File: src/rtl/step_counter_pkg.sv
// step_counter_pkg: shared step encoding and flag bit positions for step_counter
package step_counter_pkg;
  localparam int STEP_HOLD = 0;
  localparam int FLAG_OVF = 0;
  localparam int FLAG_UNF = 1;
  localparam int FLAG_W = 2;
endpackage

File: src/rtl/step_counter_next.sv
// step_counter_next: next-count and flag logic; ports cnt/ctrl/sat/lo/hi in, nxt/ovf_nxt/unf_nxt out
module step_counter_next
  import step_counter_pkg::*;
#(
  parameter int N = 4,
  parameter int Nc = 2
) (
  input  logic [N-1:0]  cnt,
  input  logic [Nc-1:0] ctrl,
  input  logic          sat,
  input  logic [N-1:0]  lo,
  input  logic [N-1:0]  hi,
  output logic [N-1:0]  nxt,
  output logic          ovf_nxt,
  output logic          unf_nxt
);
  localparam int W = N + 2;
  localparam logic signed [W-1:0] ONE = 1;
  logic signed [W-1:0] sum, lo_s, hi_s, wo, wu;
  logic hold;
  assign lo_s = signed'({2'b00, lo});
  assign hi_s = signed'({2'b00, hi});
  assign sum = signed'({2'b00, cnt}) + W'(signed'(ctrl));
  assign hold = ctrl == Nc'(STEP_HOLD);
  assign ovf_nxt = !hold && sum > hi_s;
  assign unf_nxt = !hold && sum < lo_s;
  // A wrap can still land outside a range narrower than the step; clamp then.
  assign wo = lo_s + sum - hi_s - ONE;
  assign wu = hi_s - lo_s + sum + ONE;
  always_comb
    nxt = ovf_nxt ? ((sat || wo > hi_s) ? hi : wo[N-1:0]) :
          unf_nxt ? ((sat || wu < lo_s) ? lo : wu[N-1:0]) :
          hold    ? cnt : sum[N-1:0];
endmodule

File: src/rtl/step_counter.sv
// step_counter: signed-step up/down counter, wrap/saturate, load, registered ovf/unf; ports clk rst_n en ctrl sat ld ld_val [lim_lo lim_hi with STEP_COUNTER_BOUNDS_EN] out ovf unf at_lo at_hi
module step_counter
  import step_counter_pkg::*;
#(
  parameter int N = 4,
  parameter int Nc = 2,
  parameter int RST_VAL = 0
) (
  input  logic          clk,
  input  logic          rst_n,
  input  logic          en,
  input  logic [Nc-1:0] ctrl,
  input  logic          sat,
  input  logic          ld,
  input  logic [N-1:0]  ld_val,
`ifdef STEP_COUNTER_BOUNDS_EN
  input  logic [N-1:0]  lim_lo,
  input  logic [N-1:0]  lim_hi,
`endif
  output logic [N-1:0]  out,
  output logic          ovf,
  output logic          unf,
  output logic          at_lo,
  output logic          at_hi
);
  logic [N-1:0] lo, hi, nxt;
  logic ovf_nxt, unf_nxt;
  logic [FLAG_W-1:0] flg, flg_nxt;
`ifdef STEP_COUNTER_BOUNDS_EN
  assign lo = lim_lo;
  assign hi = lim_hi;
`else
  assign lo = '0;
  assign hi = '1;
`endif
  step_counter_next #(.N(N), .Nc(Nc)) u_next (
    .cnt(out), .ctrl(ctrl), .sat(sat), .lo(lo), .hi(hi),
    .nxt(nxt), .ovf_nxt(ovf_nxt), .unf_nxt(unf_nxt)
  );
  always_comb begin
    flg_nxt = '0;
    flg_nxt[FLAG_OVF] = ovf_nxt;
    flg_nxt[FLAG_UNF] = unf_nxt;
  end
  always_ff @(posedge clk or negedge rst_n)
    if (!rst_n) begin
      out <= N'(RST_VAL);
      flg <= '0;
    end else if (ld) begin
      out <= ld_val;
      flg <= '0;
    end else if (en) begin
      out <= nxt;
      flg <= flg_nxt;
    end else
      flg <= '0;
  assign ovf = flg[FLAG_OVF];
  assign unf = flg[FLAG_UNF];
  assign at_lo = out == lo;
  assign at_hi = out == hi;
endmodule

File: config.mk
export PLATFORM = sky130hd
export DESIGN_NAME = step_counter
export DESIGN_NICKNAME = d
export VERILOG_FILES = /design/src/rtl/step_counter_pkg.sv /design/src/rtl/step_counter_next.sv /design/src/rtl/step_counter.sv
export SDC_FILE = /design/constraint.sdc
export NUM_CORES = 1
export LEC_CHECK = 0
export BUFFER_PORTS_ARGS = -buffer_cell sky130_fd_sc_hd__buf_2
export CAP_MARGIN = 10
export CORE_AREA = 5 5 42 44
export DETAILED_ROUTE_END_ITERATION = 8
export DIE_AREA = 0 0 47 49
export HOLD_SLACK_MARGIN = 0.05
export PLACE_DENSITY = 0.72
export SYNTH_ARGS = -nofsm -noshare
export SYNTH_HDL_FRONTEND = slang
export SYNTH_SLANG_ARGS = --single-unit
File: constraint.sdc
create_clock -name clk -period 4.5 [get_ports clk]
set_clock_uncertainty 0.2 [all_clocks]
set_input_delay 0.9 -clock clk [delete_from_list [all_inputs] [get_ports clk]]
set_output_delay 0.9 -clock clk [all_outputs]
set_load 0.02 [all_outputs]
==> Word-level counts from Yosys, hierarchy flattened <==
Cells that the tools add are included.
{ "word_totals": {"ff_bits": 6, "in_bits": 11, "out_inout_bits": 8, "word_cells": 31} }
{ "classes": {"n_addsub": 5, "order_cmp": 4, "eq_ne": 2, "muxes": 9, "n_reduce_logical": 9} }
{ "op_table": {"columns": ["cell", "count"], "rows": [
  ["4-bit 2-to-1 mux", 7],
  ["6-bit by 5-bit > comparator with 1-bit output, second input constant", 2],
  ["6-bit by 1-bit less-than comparator with 1-bit output, second input constant", 2],
  ["5-bit by 2-bit adder with 6-bit output", 1],
  ["5-bit by 6-bit adder with 6-bit output, first input constant", 1],
  ["6-bit by 2-bit adder with 6-bit output, second input constant", 1],
  ["6-bit by 2-bit subtractor with 6-bit output, second input constant", 1],
  ["6-bit by 5-bit subtractor with 6-bit output, second input constant", 1],
  ["4-bit equality test, second input constant", 1],
  ["4-bit zero test", 1],
  ["2-bit 2-to-1 mux", 2],
  ["4-bit by 3-bit inequality test with 1-bit output, second input constant", 1],
  ["1-bit logical AND", 2],
  ["2-bit zero test", 1],
  ["1-bit logical OR", 2],
  ["2-bit AND reduction", 1],
  ["2-bit nonzero test", 1],
  ["1-bit zero test", 1]
]} }

==> Depth between registers and ports, before layout <==
Gate-level depths: netlist of run 1.
{ "logic_depth": {"depth_word": 10, "ltp_mapped": 11, "mapped_depth_nobuf": 11} }

==> By module <==
A second synthesis of run 1 with hierarchy kept.
{ "unflattened": {"hier_cells": 229, "area_unflattened_um2": 1909.3} }
{ "by_module_without_submodules": {"columns": ["module", "instances", "cells_per_inst", "area_per_inst_um2", "seq_area_each_um2"], "rows": [
  ["step_counter_next", 1, 203, 1622.8, 0.0],
  ["step_counter", 1, 26, 286.5, 150.1]
]} }

==> Worst setup path after synthesis of run 1 <==
OpenSTA, ideal clock, no wires.
{ "synth_path": {"kind": "input to register", "from": "input ctrl[1]", "to": "register out[2]", "setup_time_ns": 0.143, "t_arrival_ns": 2.700, "required_time_ns": 4.157, "setup_slack_ns": 1.458, "path_stages": 8, "n_path_buf": 0, "path_cell_list": "ha_1 > a21o_1 > a21o_1 > o311ai_4 > ha_1 > nor2b_1 > o41ai_4 > o221ai_1"} }
{ "synth_via": {"elab_chain_len": 10, "elab_cells_between_ends": 24, "cone_classes": "5 x add/sub; 4 x order compare; 1 x eq/ne; 7 x mux; 7 x reduce/logical"} }
{ "synth_lines": {"columns": ["item", "line", "rtl"], "rows": [
  ["from (decl)", "step_counter.sv:12", "input logic [Nc-1:0] ctrl,"],
  ["5-bit by 2-bit adder with 6-bit output", "step_counter_next.sv:23", "assign sum = signed'({2'b00, cnt}) + W'(signed'(ctrl));"],
  ["5-bit by 6-bit adder with 6-bit output", "step_counter_next.sv:29", "assign wu = hi_s - lo_s + sum + ONE;"],
  ["6-bit by 2-bit adder with 6-bit output", "step_counter_next.sv:29", null],
  ["6-bit by 1-bit less-than comparator with 1-bit output", "step_counter_next.sv:32", "unf_nxt ? ((sat || wu < lo_s) ? lo : wu[N-1:0]) :"],
  ["1-bit logical OR", "step_counter_next.sv:32", null],
  ["4-bit 2-to-1 mux (2 in a row)", "step_counter_next.sv:32", null],
  ["4-bit 2-to-1 mux", "step_counter_next.sv:31", "nxt = ovf_nxt ? ((sat || wo > hi_s) ? hi : wo[N-1:0]) :"],
  ["4-bit 2-to-1 mux", "step_counter.sv:52", "end else if (en) begin"],
  ["4-bit 2-to-1 mux", "step_counter.sv:49", "end else if (ld) begin"],
  ["to (signal assigned)", "step_counter.sv:47", "out <= N'(RST_VAL);"],
  ["to (signal assigned)", "step_counter.sv:50", "out <= ld_val;"],
  ["to (signal assigned)", "step_counter.sv:53", "out <= nxt;"],
  ["to (decl)", "step_counter.sv:20", "output logic [N-1:0] out,"]
]} }
Parallel ways exist; a longest one is shown, timed or not. The select of a mux whose other input is x is not followed.
A chain may end at the register's enable or synchronous reset.

==> Worst setup path in the final report of run 1 <==
Same ends and word-level chain as after synthesis.

==> out/summary.txt, run 1 <==
Detail Route Antenna Nets: 0
fin util: 48.3%
r2r setup slk: 1.72 ns
CP Data Arrival Time: 3.15 ns
# hold bufs at CTS: 0
largest net degree at the start of global routing: 13
P_leak: 0.354 nW
crit path max fanout: 12
Worst-path clk slew: 0.05 ns
r2r startpoint: out[0]$_DFFE_PN0P_
PostCTS Resize Cnt: 0
CTS H-tree depth: 1
max frequency: 309 MHz
Startpoint Class: input pin
area grow syn2layout: 23.5%
per-cell routed wire length: 13.3 um
outcome: finished clean
setup_tns: 0 ns
most frequent cells in the layout: 18 x buf_2, 8 x nand2_1, 7 x nor2_1, 7 x ha_1, 6 x dfrtp_1
num rows: 14
Skew-Pair Late Insertion Delay: 0.25 ns
final worst-path cycle share: 72.0%
Residual DRC: 0
Reg2Reg Depth: 9
synthesized instance count: 57
Placer Congestion: 0.785
Vias: 507
layout cells sized above 1: 33.8%
mux contribution to synthesized area: 0%
CTS Buffer Depth: 2
core footprint: 1400 um^2
Synth Area in XOR/XNOR: 4.79%
synthesized area per cell: 9.61 um^2
GRT Util Overall: 11.9%
Worst Tran Pin Value: 0.642 ns
cell area after synthesis: 548 um^2
Final Hold Viols: 0
router iterations before antenna repair: 4
initial antenna violation count: 0
hold_ws: 0.264 ns
commonest non-fill, non-tap cell in the layout: buf_2
Worst Setup End Kind: register
die area: 2300 um^2
post-synthesis simple-gate area fraction: 19.2%
Sink Count: 6
CTS buffer count: 3
# nets final: 98
Post-CTS Setup Repair Bufs: 0
power per cell area: 341 nW/um^2
final WL: 1240 um
RSZ-0062 raised after global routing: false
Yosys cell types: 25
Vias per Instance: 5.45
post-synthesis adder-cell area fraction: 19.6%
largest family of logic cells by synthesized area: compound AO/OA/AOI/OAI gates
Worst R2R End: out[2]$_DFFE_PN0P_
Synth Area in Compound Gates: 26.3%
global-route wire length before repair: 1970 um
I/O pins: 19
required time worst endpoint: 4.41 ns
CTS root buf: clkbuf_4
Max Cap Viol: 0
Die X: 47 um
Starting Density: 39.1%
syn nets: 76
gr ovfl total: 0
max-slew violations: 0
PortBufs: 18
critical setup path kind: input pin to register
CTS tree: yes
Post-DP HPWL: 986 um
vias in the first global route: 470
Yosys warning count: 0
Die H: 49 um
worst vdd ir: 185 uV
#FFs+latches synth: 6
Slew HR: 56.7%
Worst Hold Class: input pin to async pin
Final min period: 3.24 ns
post-synthesis sequential area ratio: 27.4%
Antenna Cells: 0
endpoints failing setup: 0
layout filler cell count: 146
Iteration-0 DRC Markers: 7
==> sequential cells by signal, summed over array words and instances (netlist names) <==
| name | flops |
|---|---|
| flg | 2 |
| out | 4 |
==> cell families after synthesis <==
family,count (synthesis)
flops,6
xor+xnor,3
simple gates,22
buf+inv,4
compound gates,14
fa+ha+maj,8
==> critical path, cell delays in order <==
cell and delay, ns:
buf_2 0.26, ha_1 0.29, a21o_1 0.19, a21o_1 0.22
o311ai_4 0.34, ha_1 0.30, nor2b_1 0.15, o41ai_4 0.30
o221ai_1 0.19
==> metrics by stage <==
| step | total power, mW | setup slack [ns] | instances | cell area (um^2) |
|---|---|---|---|---|
| floorplan | 0.149 | 1.46 | 57 | 548 |
| global placement | 0.177 | 1.09 | 90 | 654 |
| detailed placement | 0.181 | 1.02 | 90 | 654 |
| CTS | 0.233 | 1.28 | 93 | 677 |
| global route | 0.248 | 1.16 | 93 | 677 |
| finish | 0.231 | 1.26 | 93 | 677 |
==> layer usage <==
| metal | share of wire, % | routed length (um) | vias to the layer above | track usage (%) |
|---|---|---|---|---|
| li1 | - | - | 249 | - |
| met1 | 41 | 504 | 237 | 14.0 |
| met2 | 50 | 621 | 19 | 19.0 |
| met3 | 8.0 | 99 | 2 | 5.54 |
| met4 | 0.89 | 11 | 0 | 2.76 |
| met5 | 0 | 0 | - | 0 |
==> synth_stat cells <==
| cell | count | share of area (%) |
|---|---|---|
| buf_1 | 1 | 0.68 |
| o21bai_1 | 1 | 1.4 |
| xnor2_1 | 1 | 1.6 |
| dfrtp_1 | 6 | 27 |
| nor3_2 | 1 | 1.8 |
| xor2_1 | 2 | 3.2 |
| a21o_2 | 1 | 1.6 |
| nor4_1 | 1 | 1.1 |
| o221ai_1 | 4 | 6.4 |
| o311ai_4 | 1 | 4.8 |
| nor2b_1 | 1 | 1.1 |
| ha_1 | 7 | 16 |
| inv_1 | 3 | 2.1 |
| and4_1 | 1 | 1.6 |
| nand4_1 | 1 | 1.1 |
| nor3_1 | 1 | 0.91 |
| fa_1 | 1 | 3.7 |
| o41ai_4 | 1 | 5.0 |
| a21oi_2 | 1 | 1.6 |
| nor2_1 | 7 | 4.8 |
| and2_1 | 1 | 1.1 |
| o21ai_0 | 2 | 1.8 |
| nand2_1 | 8 | 5.5 |
| a21oi_1 | 1 | 0.91 |
| a21o_1 | 2 | 2.7 |
==> worst max-delay path by stage <==
stage,from,end,slack (ns),depth (start not counted)
6_report,ctrl[1],out[2]$_DFFE_PN0P_,1.26,9
3_3_place_gp,ctrl[1],out[3]$_DFFE_PN0P_,1.09,9
2_1_floorplan,ctrl[1],out[2]$_DFFE_PN0P_,1.46,8
5_1_grt,ctrl[1],out[2]$_DFFE_PN0P_,1.16,9
3_5_place_dp,ctrl[1],out[2]$_DFFE_PN0P_,1.02,9
4_1_cts,ctrl[1],out[2]$_DFFE_PN0P_,1.28,9
==> where the power goes <==
| part | switching (mW) | internal, mW | leakage, nW |
|---|---|---|---|
| logic | 0.0637 | 0.0453 | 0.264 |
| clock network | 0.0212 | 0.0303 | 0.0138 |
| registers | 0.00953 | 0.0609 | 0.0760 |
==> cell type report <==
class	count	area, um^2	area share, %
multi-input cells	47	383	56.6
inverters	3	11.3	1.66
well taps	16	20.0	2.96
repair buffers	18	90.1	13.3
flip-flops and latches	6	150	22.2
clock buffers	3	22.5	3.33
Note: power is estimated with default switching activity, not from simulation.
==> inputs of run 2 (changes only) <==
==> constraint.sdc (replaced) <==
create_clock -name clk -period 3.2 [get_ports clk]
set_clock_uncertainty 0.2 [all_clocks]
set_input_delay 0.64 -clock clk [delete_from_list [all_inputs] [get_ports clk]]
set_output_delay 0.64 -clock clk [all_outputs]
set_load 0.02 [all_outputs]
==> run 2 against run 1 <==
Effect of this change: sequential share of layout area is 0.56 points lower; sequential power rose by 39%; wire length decreased by 5.4%; critical endpoint unchanged; critical path depth stayed put; global-route usage grew 0.21 points; final cell count increased by 2.2%; non-clock buffer count up 2; highest routed layer unchanged; count of clock-buffer cells in the layout unchanged.
==> out/summary.txt, run 2 (synthesis results as in run 1) <==
outcome: finished clean
hold_ws: 0.402 ns
area grow syn2layout: 26.7%
CTS root buf: clkbuf_4
Worst R2R End: out[2]$_DFFE_PN0P_
initial antenna violation count: 0
power per cell area: 465 nW/um^2
CP Data Arrival Time: 2.75 ns
commonest non-fill, non-tap cell in the layout: buf_2
Iteration-0 DRC Markers: 4
endpoints failing setup: 0
final WL: 1170 um
CTS buffer count: 3
Post-DP HPWL: 977 um
Worst Tran Pin Value: 0.614 ns
Post-CTS Setup Repair Bufs: 0
P_leak: 0.363 nW
Final Hold Viols: 0
router iterations before antenna repair: 5
CTS tree: yes
PortBufs: 18
Startpoint Class: input pin
hold depth: 3
layout filler cell count: 157
CTS Buffer Depth: 2
die area: 2300 um^2
Vias per Instance: 5.32
GRT Util Overall: 12.1%
Sink Count: 6
gr ovfl total: 0
required time worst endpoint: 3.11 ns
max frequency: 351 MHz
core footprint: 1400 um^2
r2r startpoint: out[1]$_DFFE_PN0P_
max-slew violations: 0
I/O pins: 19
Worst Setup End Kind: register
Placer Congestion: 0.747
grt met1 use: 14.2%
# nets final: 100
crit path max fanout: 7
Hold Path Origin: ld_val[3]
fin util: 49.6%
critical setup path kind: input pin to register
r2r setup slk: 0.46 ns
vias in the first global route: 473
Reg2Reg Depth: 8
worst vdd ir: 238 uV
Slew HR: 58.6%
Starting Density: 39.1%
Final min period: 2.85 ns
Detail Route Antenna Nets: 0
total power draw: 0.323 mW
Residual DRC: 0
Vias: 505
CP Launch Point: ctrl[1]
M2 GR Usage: 18.8%
layout cells sized above 1: 34.2%
Die H: 49 um
CTS H-tree depth: 1
sink of the worst hold path: out[3]$_DFFE_PN0P_
largest net degree at the start of global routing: 11
Max Cap Viol: 0
Antenna Cells: 0
leading registers by flop count: out: 4 flops, flg: 2 flops
global-route wire length before repair: 2000 um
num rows: 14
per-cell routed wire length: 12.3 um
final worst-path cycle share: 89.0%
Biggest register: out
met3 usage: 4.43%
Worst Hold Class: input pin to register
most frequent cells in the layout: 18 x buf_2, 8 x nand2_1, 7 x nor2_1, 7 x ha_1, 6 x dfrtp_1
Largest register FFs: 4
RSZ-0062 raised after global routing: false
Skew-Pair Late Insertion Delay: 0.25 ns
setup_tns: 0 ns
global route hottest layer: met2
Worst-path clk slew: 0.05 ns
Die X: 47 um
==> run 2: cell types whose count changed in the layout (fill, tap and decap cells not counted), sizes merged <==
cell and delta:
dlygate4sd3 +1, buf +1
==> run 2: power breakdown <==
group	switching, mW	internal (mW)	total (mW)
sequential	0.0125	0.0857	0.0982
clock	0.0292	0.0425	0.0717
combinational	0.0882	0.0651	0.153
total	0.130	0.193	0.323
==> run 2: per-layer routing <==
metal | up-vias | share of wire, %
met5 | - | 0
met4 | 0 | 2.3
met3 | 5 | 6.5
met2 | 15 | 51
met1 | 232 | 40
li1 | 253 | -
==> run 2: layout make-up <==
type	instances	area, um^2	area share [%]
well taps	16	20.0	2.88
clock buffers	3	22.5	3.24
repair buffers	20	108	15.5
multi-input cells	47	383	55.1
inverters	3	11.3	1.62
flip-flops and latches	6	150	21.6
==> run 2: how the worst max path moves through the flow <==
stage	slack, ns	depth (start not counted)	endpoint
after CTS	0.35	9	out[2]$_DFFE_PN0P_
after global placement	0.10	9	out[2]$_DFFE_PN0P_
after floorplan	0.42	8	out[2]$_DFFE_PN0P_
after global routing	0.24	9	out[2]$_DFFE_PN0P_
after detailed placement	0.08	9	out[2]$_DFFE_PN0P_
final	0.35	9	out[2]$_DFFE_PN0P_
==> run 2: repair_timing <==
item	CTS	global route
endpoints found under the setup margin	0	0
endpoints found under the hold margin	6	0
gates resized for setup	0	0
hold buffers	1	0
==> run 2: metrics by stage <==
stage / std cells / instance area [um^2] / setup slack (ns)
global route: 95 / 694 / 0.235
detailed placement: 91 / 662 / 0.0766
floorplan: 57 / 548 / 0.418
global placement: 91 / 662 / 0.103
CTS: 95 / 694 / 0.346
finish: 95 / 694 / 0.352
==> run 2: critical path: stages <==
cell      delay, ns
buf_2          0.15
ha_1           0.29
a21o_1         0.19
a21o_1         0.22
o311ai_4       0.35
ha_1           0.30
nor2b_1        0.15
o41ai_4        0.28
o221ai_1       0.18
==> inputs of run 3 (changes only) <==
--- a/config.mk
+++ b/config.mk
@@ -5,13 +5,16 @@
 export SDC_FILE = /design/constraint.sdc
 export NUM_CORES = 1
 export LEC_CHECK = 0
+export ABC_AREA = 1
 export BUFFER_PORTS_ARGS = -buffer_cell sky130_fd_sc_hd__buf_2
 export CAP_MARGIN = 10
-export CORE_AREA = 5 5 42 44
+export CELL_PAD_IN_SITES_DETAIL_PLACEMENT = 2
+export CELL_PAD_IN_SITES_GLOBAL_PLACEMENT = 2
+export CORE_MARGIN = 5
+export CORE_UTILIZATION = 25
 export DETAILED_ROUTE_END_ITERATION = 8
-export DIE_AREA = 0 0 47 49
 export HOLD_SLACK_MARGIN = 0.05
-export PLACE_DENSITY = 0.72
+export PLACE_DENSITY = 0.8
 export SYNTH_ARGS = -nofsm -noshare
 export SYNTH_HDL_FRONTEND = slang
 export SYNTH_SLANG_ARGS = --single-unit
==> run 3 against run 2 <==
Effect of this change: synthesized cell count rose by 51%; highest routed layer is now met3; final cell count grew 43%; wire length rose by 64%.
==> out/summary.txt, run 3 <==
hold_ws: 0.500 ns
Biggest register: out
syn nets: 105
layout cells sized above 1: 21.3%
Skew-Pair Late Insertion Delay: 0.24 ns
area leader, netlist: dfrtp_1
Final min period: 2.85 ns
Max Cap Viol: 0
router iterations before antenna repair: 4
crit path max fanout: 4
CP Data Arrival Time: 2.78 ns
CTS Buffer Depth: 2
outcome: finished clean
initial antenna violation count: 0
final WL: 1910 um
Flop pwr share: 30.7%
Worst Hold Class: input pin to register
PortBufs: 18
die area: 3400 um^2
Starting Density: 26.4%
Internal Power: 0.183 mW
max frequency: 350 MHz
final worst-path cycle share: 89.2%
# nets final: 129
CTS H-tree depth: 1
Worst Setup End Kind: register
# hold bufs at CTS: 1
Worst Slack Setup Final: 0.347 ns
Post-synth EDFFs: 0
Yosys cell types: 18
sw power: 0.132 mW
final cell count without fillers: 136
Antenna Cells: 0
area grow syn2layout: 27.0%
required time worst endpoint: 3.13 ns
Clk pwr share: 21.6%
Worst-path clk slew: 0.04 ns
critical setup path kind: input pin to register
CTS buffer count: 3
Async SR Flop Fraction: 100%
Primary FF master, synth: dfrtp_1
Placer Congestion: 0.801
commonest cells in the netlist: 22 x inv_1, 20 x nand2_1, 7 x ha_1
GRT Util Overall: 12.3%
I/O pins: 19
max-slew violations: 0
pre-CTS setup slack: 0.0597 ns
Vias: 637
Area contributors post-synth: dfrtp_1 26%, ha_1 15%, inv_1 14%
vias in the first global route: 743
Vias per Instance: 4.68
P_leak: 0.442 nW
Yosys warning count: 0
most frequent cells in the layout: 22 x inv_1, 20 x nand2_1, 18 x buf_2
Post-DP HPWL: 1610 um
post-synthesis sequential area ratio: 25.8%
CTS root buf: clkbuf_4
count leader, synth: inv_1
Die X: 58.3 um
core footprint: 2210 um^2
#FFs+latches synth: 6
global-route wire length before repair: 3190 um
Detail Route Antenna Nets: 0
Switching Share: 41.8%
commonest non-fill, non-tap cell in the layout: inv_1
num rows: 17
cell area after synthesis: 583 um^2
CTS tree: yes
share of the synthesized area in the top cell type: 25.8%
Residual DRC: 0
PostCTS Resize Cnt: 0
Worst Tran Pin Value: 0.271 ns
Post-CTS Setup Repair Bufs: 0
Slew HR: 81.8%
Sink Count: 6
worst vdd ir: 201 uV
power per cell area: 426 nW/um^2
Iteration-0 DRC Markers: 3
largest net degree at the start of global routing: 9
DP Cell Count: 132
Die H: 58.3 um
Startpoint Class: input pin
combinational fraction of design power: 47.7%
gr ovfl total: 0
synthesized area per cell: 6.78 um^2
RSZ-0062 raised after global routing: false
leading registers by flop count: out: 4 flops, flg: 2 flops
Largest register FFs: 4
per-cell routed wire length: 14.1 um
setup_tns: 0 ns
fin util: 33.5%
endpoints failing setup: 0
Final Hold Viols: 0
synthesized instance count: 86
[run 3: cell types whose count changed after synthesis, moves of 2 or more]
cell      delta
nand2_1     +12
a21o_1       -2
o221ai_1     -4
inv_1       +19
o21ai_0      +2
nand3_1      +6
nor2_1       -3
a21oi_1      +4
[run 3: cell type report]
| type | count | area [um^2] |
|---|---|---|
| Timing Repair Buffer | 19 | 100 |
| Tap cell | 28 | 35.0 |
| Inverter | 22 | 82.6 |
| Multi-Input combinational cell | 58 | 350 |
| Clock buffer | 3 | 22.5 |
| Sequential cell | 6 | 150 |
| Fill cell | 290 | 1470 |
[run 3: path summary, 6_finish.rpt]
kind                               startpoint                 end  slack, ns  cells past startpoint
max                                   ctrl[0]  out[1]$_DFFE_PN0P_       0.35                     12
min                                 ld_val[3]  out[3]$_DFFE_PN0P_       0.50                      5
max reg2reg                out[0]$_DFFE_PN0P_  out[1]$_DFFE_PN0P_       0.43                     11
min reg2reg                out[0]$_DFFE_PN0P_  out[0]$_DFFE_PN0P_       0.55                      4
max in group asynchronous               rst_n    flg[0]$_DFF_PN0_       2.09                      2
min in group asynchronous               rst_n  out[1]$_DFFE_PN0P_       0.56                      2
[run 3: power by group through the flow]
| stage | clock network, mW | logic (mW) | registers (mW) |
|---|---|---|---|
| finish | 0.0681 | 0.150 | 0.0969 |
| global placement | 0 | 0.142 | 0.0972 |
| CTS | 0.0741 | 0.154 | 0.0976 |
| global route | 0.0823 | 0.169 | 0.0988 |
| detailed placement | 0 | 0.151 | 0.0988 |
| floorplan | 0 | 0.0897 | 0.105 |
[run 3: metrics by stage]
stage / power (mW) / instance area (um^2)
finish: 0.315 / 741
global route: 0.350 / 741
CTS: 0.326 / 741
detailed placement: 0.249 / 708
global placement: 0.239 / 708
floorplan: 0.195 / 583
[run 3: kinds of logic (layout without fill, tap and decap cells)]
logic type               count (synthesis)  in the layout  synth area share (%)
AO/OA/AOI/OAI                           11             11                  9.87
XOR/XNOR                                 2              2                  3.00
adder cells (fa/ha/maj)                  8              8                  18.5
buffers and inverters                   22             44                  14.2
flip-flops                               6              6                  25.8
AND/OR/NAND/NOR                         37             37                  28.8
[run 3: critical path, stage by stage]
cell and delay, ns:
buf_2 0.11, ha_1 0.25, fa_1 0.42, a21oi_1 0.16
o21ai_1 0.08, xor2_1 0.18, inv_1 0.07, ha_1 0.28
a211oi_1 0.29, nand3_2 0.15, nand2_1 0.09, nand2_1 0.05
[run 3: layer usage]
layer | GRT usage [%] | share of wire (%) | vias to the layer above
met3 | 1.54 | 3.1 | 0
met5 | 0 | 0 | -
met4 | 4.97 | 0 | 0
met1 | 13.4 | 42 | 312
met2 | 23.8 | 55 | 12
li1 | - | - | 313
